<file path="src/rtl/id_ex_stage.sv">
// ID/EX pipeline register: captures decoded fields and bypassed operands for EX,
// detects load-use hazards, handles branch flush and keeps saturating hazard statistics.
module id_ex_stage #(
  parameter int CTRL_W      = 8,
  parameter int CTRL_RW_BIT = 0,
  parameter int CTRL_MR_BIT = 1,
  parameter int CNT_W       = 32
) (
  input  logic              clk,
  input  logic              rst,
  input  logic              id_valid,
  input  logic [31:0]       id_pc,
  input  logic [4:0]        id_rs1,
  input  logic [4:0]        id_rs2,
  input  logic              id_uses_rs1,
  input  logic              id_uses_rs2,
  input  logic [4:0]        id_rd,
  input  logic [31:0]       id_imm,
  input  logic [CTRL_W-1:0] id_ctrl,
  input  logic [31:0]       rf_data1,
  input  logic [31:0]       rf_data2,
  input  logic              wb_RegWrite,
  input  logic [4:0]        wb_w_add,
  input  logic [31:0]       wb_data,
  input  logic              ex_flush,
  output logic              stall,
  output logic              ex_valid,
  output logic [31:0]       ex_pc,
  output logic [4:0]        ex_rs1,
  output logic [4:0]        ex_rs2,
  output logic [4:0]        ex_rd,
  output logic [31:0]       ex_data1,
  output logic [31:0]       ex_data2,
  output logic [31:0]       ex_imm,
  output logic [CTRL_W-1:0] ex_ctrl,
  output logic [CNT_W-1:0]  stall_cnt,
  output logic [CNT_W-1:0]  flush_cnt
);

  localparam logic [CNT_W-1:0] CNT_ONE = {{(CNT_W-1){1'b0}}, 1'b1};
  localparam logic [CNT_W-1:0] CNT_MAX = '1;

  // Bit indices must land inside the bundle and must not alias each other.
  if (CTRL_MR_BIT >= CTRL_W || CTRL_RW_BIT >= CTRL_W || CTRL_RW_BIT == CTRL_MR_BIT) begin : g_bad_ctrl_idx
    $error("id_ex_stage: invalid control bit indices");
  end

  logic [31:0] byp1;
  logic [31:0] byp2;
  logic        dep_rs1;
  logic        dep_rs2;
  logic        lu;

  // The register file writes on the same edge EX captures, so a same-cycle WB
  // write must be forwarded or ID would read the stale value.
  always_comb begin
    byp1 = rf_data1;
    if (id_rs1 == 5'd0)
      byp1 = '0;
    else if (wb_RegWrite && (wb_w_add == id_rs1))
      byp1 = wb_data;
  end

  always_comb begin
    byp2 = rf_data2;
    if (id_rs2 == 5'd0)
      byp2 = '0;
    else if (wb_RegWrite && (wb_w_add == id_rs2))
      byp2 = wb_data;
  end

  assign dep_rs1 = id_uses_rs1 && (ex_rd == id_rs1);
  assign dep_rs2 = id_uses_rs2 && (ex_rd == id_rs2);
  assign lu      = id_valid && ex_valid && ex_ctrl[CTRL_MR_BIT] && (ex_rd != 5'd0)
                   && (dep_rs1 || dep_rs2);

  // A flushed ID instruction is dead, so it never needs to wait.
  assign stall = lu && !ex_flush;

  always_ff @(posedge clk) begin
    if (rst) begin
      ex_valid  <= 1'b0;
      ex_pc     <= '0;
      ex_rs1    <= '0;
      ex_rs2    <= '0;
      ex_rd     <= '0;
      ex_data1  <= '0;
      ex_data2  <= '0;
      ex_imm    <= '0;
      ex_ctrl   <= '0;
      stall_cnt <= '0;
      flush_cnt <= '0;
    end else if (ex_flush || stall) begin
      ex_valid <= 1'b0;
      ex_pc    <= '0;
      ex_rs1   <= '0;
      ex_rs2   <= '0;
      ex_rd    <= '0;
      ex_data1 <= '0;
      ex_data2 <= '0;
      ex_imm   <= '0;
      ex_ctrl  <= '0;
      if (ex_flush) begin
        if (id_valid && (flush_cnt != CNT_MAX))
          flush_cnt <= flush_cnt + CNT_ONE;
      end else if (stall_cnt != CNT_MAX) begin
        stall_cnt <= stall_cnt + CNT_ONE;
      end
    end else begin
      ex_valid <= id_valid;
      ex_pc    <= id_pc;
      ex_rs1   <= id_rs1;
      ex_rs2   <= id_rs2;
      ex_rd    <= id_rd;
      ex_data1 <= byp1;
      ex_data2 <= byp2;
      ex_imm   <= id_imm;
      ex_ctrl  <= id_valid ? id_ctrl : '0;
    end
  end

endmodule

</file>
<file path="config.mk">
export PLATFORM = sky130hd
export DESIGN_NAME = id_ex_stage
export DESIGN_NICKNAME = d
export VERILOG_FILES = /design/src/rtl/id_ex_stage.sv
export SDC_FILE = /design/constraint.sdc
export NUM_CORES = 1
export LEC_CHECK = 0
export BUFFER_PORTS_ARGS = -buffer_cell sky130_fd_sc_hd__buf_2
export CORE_AREA = 5 5 157 159
export CTS_CLUSTER_SIZE = 8
export DETAILED_ROUTE_END_ITERATION = 7
export DIE_AREA = 0 0 162 164
export GPL_TIMING_DRIVEN = 0
export PLACE_DENSITY_LB_ADDON = 0.05
export SLEW_MARGIN = 20
export SYNTH_ARGS = -nofsm -noshare
export SYNTH_HDL_FRONTEND = slang
export SYNTH_SLANG_ARGS = --single-unit
</file>
<file path="constraint.sdc">
create_clock -name clk -period 2.4 [get_ports clk]
set_input_delay 0.12 -clock clk [delete_from_list [all_inputs] [get_ports clk]]
set_output_delay 0.12 -clock clk [all_outputs]
set_load 0.01 [all_outputs]
</file>
Word level (Yosys, flattened, before mapping)
Cells that the tools add are included.
Storage, ports and cells
  logic and storage cells: 45
  bits of input ports: 195
  register bits after elaboration: 216
  output and inout bits: 217
Operators by class
  bitwise gates (word level): 2
  mux-type cells: 2
  eq/ne operators: 6
  add/sub/neg operators: 2
  reduce and logical (&&, ||, !) cells: 22
Operators by type and width (count)
  $add A32 B1 Y32 const B: 2
  $mux W32: 2
  $ne A32 B32 Y1 const B: 2
  $eq A5 B5 Y1: 4
  $logic_and A1 B1 Y1: 10
  $logic_not A5 Y1: 2
  $reduce_or A3 Y1: 3
  $reduce_and A3 Y1: 2
  $reduce_bool A5 Y1: 1
  $logic_or A1 B1 Y1: 2
  $not A1 Y1: 2
  $reduce_or A2 Y1: 1
  $logic_not A1 Y1: 1

Longest topological paths before layout
  depth in word-level cells: 7
  gate-level depth with buffers: 10
  mapped depth without buffers: 7

Worst setup path before layout
No wires, ideal clock.
  path type: register to register
  from: register flush_cnt[0]
  to: register flush_cnt[26]
  library setup time: 0.128 ns
  clock period less this slack: 2.321 ns
  required time: 2.272 ns
  path buffers: 0
  data arrival time: 2.193 ns
  cell stages (with the launch flop): 8
  setup slack: 0.079 ns
  cells stage by stage: dfxtp_1 ha_1 nand4_1 or3_4 a2111o_1 or4_1 xor2_1 nor2_1
Between the ends
  word-level cells in the longest chain between the ends: 3
  elaborated cells on any way between the ends: 4
  those cells by class: add/sub (1); eq/ne (1); reduce/logical (2)
RTL lines
  from (decl): line 37  | output logic [CNT_W-1:0] flush_cnt
  from (signal assigned): line 105  | flush_cnt <= flush_cnt + CNT_ONE;
  parallel branches: the longest is 3 deep, another holds $add A32 B1 Y32
Parallel ways; which one is timed is not known.
A chain may end at the register's enable or synchronous reset.

Final worst setup path
Ends and elaborated chain as after synthesis.

==> key figures <==
Run status
  – Status: complete, no violations

Worst setup path
  – Crit path kind: flop to flop
  – Worst setup SP type: flop
  – Worst Path Required: around 2.8 ns
  – Worst-path fanout max: 4
  – Crit path capture type: flop
  – Slowest-stage cell, CP: a2111o_1
  – CP peak stage delay: 0.46 ns
  – WP data arrival: 2.69 ns
  – Crit path cell chain: ha_4, nand4_1, or3_4, a2111o_1, or4_4, xor2_1, nor2_1
  – Reg2reg setup slack: 0.1 ns

Logic synthesis
  – Synth Register Bits: 216
  – FFs w/ async S/R, synth: 0%
  – Yosys top cell by area: dfxtp_1
  – Syn avg cell area: 9.820 µm²
  – Yosys top cell area share: 53.70%
  – Synth warn: 0
  – EDFF count, synth: 0
  – Cell variety after synth: 40
  – Synth area leaders: dfxtp_1, mux2i_1, and2_1
  – Syn nets: between 1000 and 1500
  – Post-synthesis cell count: between 800 and 900
  – Main synth FF type: dfxtp_1
  – Synthesized area: 8053 µm²
  – Sequential area share after synthesis: 53.70%

Clocking
  – Htree depth: 1
  – CTS tree: yes
  – Root buf cell: clkbuf_16
  – Cts bufs inserted: 30
  – Num Clock Sinks: 216
  – CTS max path bufs: 3
  – Clk_lat worst skew: 0.53 ns
  – Worst-path clk slew: 0.05 ns

Place
  – Dpl ws: -0.1683 ns
  – Placed cell area: 10480 µm²
  – Gp weighted congestion: 0.8268
  – Inst Count DP: about 1500
  – Port-buffer cells: 411
  – DP HPWL: 23420 µm

Drt
  – DR top layer: met4
  – Routed Wire Length: 32290 µm
  – Remaining antenna violation count: 0
  – DRT Pass-1 Iters: 4
  – Routed WL per cell: 18.15 µm
  – DRC Markers: 0
  – Vias post-DR: 8496
  – Routed length on met2: 14990 µm
  – Initial DRC Count: around 380
  – Via density: 4.776
  – Wl on met1: 12850 µm
  – Routed wl met3: approximately 3000 µm

Global route
  – Initial antenna violation count: 6
  – GRT Total Usage: 23.28%
  – Vias in the first global route: approximately 8800
  – Global-route wire length before repair: 49140 µm
  – Total grt overflow: 0
  – Largest net degree at the start of global routing: 15

Finish
  – Share of layout cells above drive strength 1: 33.65%
  – Final Util: ~59%
  – Most frequent cells in the layout: buf_2, dlygate4sd3_1, dfxtp_1
  – Area of the multi-input gates: 3615 µm²
  – Layout overhead on the synthesized area: 68.77%
  – FF+latch area: 4337 µm²
  – Filler cell count: 2043
  – Layout Nets: 1681
  – Final Non-Filler Cells: 1779
  – Commonest non-fill, non-tap cell in the layout: buf_2
  – Design area: 13590 µm²

Floorplan
  – Rows: 56
  – Core area: 23120 µm²
  – Die height: 164 µm
  – Area of the die: approximately 27000 µm²
  – Initial core utilization: between 30% and 40%
  – I/O pins: 412
  – Die Wd: 162 µm

Timing
  – Fin. Hold Viols: 0
  – Final hold slack: 0.03569 ns
  – Least-Margin Pin Slew: around 0.61 ns
  – Max Slew Vio Count: 0
  – Slew HR: around three fifths
  – Setup violators final: 0
  – Fin Setup TNS: 0 ns
  – Slack of the critical path: roughly 0.1 ns
  – Fin crit share: 95.85%
  – Top achievable clock speed: 434.7 MHz
  – Final Skew: 0.009219 ns
  – Period minus WS final: 2.300 ns

Pwr
  – Clock share of power: between 40% and 50%
  – PD cells: 613.2 nW/µm²
  – Share of power burned in registers: about 45%
  – P_leak: 6.128 nW
  – Pwr Total: 8.334 mW
  – P_int: between 6 and 7 mW
  – Comb power frac: 11.2%
  – VDD IR max: around 440 µV
  – Sw Ratio: 22.51%
  – Psw: 1.876 mW

Flow run
  – Number of max-cap violations: 0

Worst hold path
  – Worst hold-check path type: input port to flop
==> kinds of logic after synthesis <==
group,synth area share (%)
buf+inv,2.331
xor+xnor,5.221
compound gates,4.522
flops,53.70
fa+ha+maj,0.3107
mux,9.198
simple gates,24.72
==> registers in the layout (all words and copies together), names as in the netlist <==
signal     cells
flush_cnt     32
ex_data2      32
ex_rs1         5
stall_cnt     32
ex_data1      32
ex_rd          5
ex_imm        32
ex_pc         32
ex_valid       1
ex_rs2         5
ex_ctrl        8
==> power groups by stage <==
stage	logic [mW]	registers (mW)	clock network, mW
2_1_floorplan	0.192	3.86	0
3_3_place_gp	0.611	3.80	0
3_5_place_dp	0.614	3.80	0
4_1_cts	0.909	3.73	3.76
5_1_grt	1.01	3.74	3.92
6_report	0.930	3.73	3.67
==> cells in the mapped netlist, drive strengths merged (8+ instances only) <==
library cell  instances
dfxtp               216
nor2                112
xor2                 13
nor4                 16
or3                  21
and3                 17
and2                 81
o21ai                20
nand4                22
xnor2                35
clkbuf               40
nand3                30
nand2                23
nor3                 15
nor2b                10
a21oi                25
or4                  11
mux2                  8
mux2i                65
==> path summary, 6_finish.rpt <==
path,start,to,cells after the start
max,flush_cnt[0],flush_cnt[26],7
min,rst,stall_cnt[10],3
max reg2reg,flush_cnt[0],flush_cnt[26],7
min reg2reg,stall_cnt[30],stall_cnt[30],2
==> repair_timing <==
item | CTS | global route
setup buffers | 1 | 6
endpoints found under the setup margin | 96 | 105
gates cloned | 0 | 0
gates resized for setup | 15 | 36
pin swaps | 0 | 5
hold buffers | 215 | 0
hold endpoints to repair | 151 | 0
==> final cells by class <==
cell class	count	area share [%]
inverters	6	0.1657
well taps	290	2.670
multi-input cells	555	26.60
clock buffers	31	5.708
flip-flops and latches	216	31.91
plain buffers	42	1.390
diodes	6	0.1105
repair buffers	633	31.45
==> worst max-delay path: cells and delay by family (launching register included) <==
kind | cells | cell delay (ns)
xor+xnor | 1 | 0.14
fa+ha+maj | 1 | 0.14
compound gates | 1 | 0.46
flops | 1 | 0.37
simple gates | 4 | 1.05
==> routing by layer <==
layer	global-route usage [%]	vias to the layer above
met5	0	-
met4	9.458	0
met3	8.959	83
met2	39.00	339
met1	26.84	3929
li1	-	4145
(Power assumes the default switching activity.)
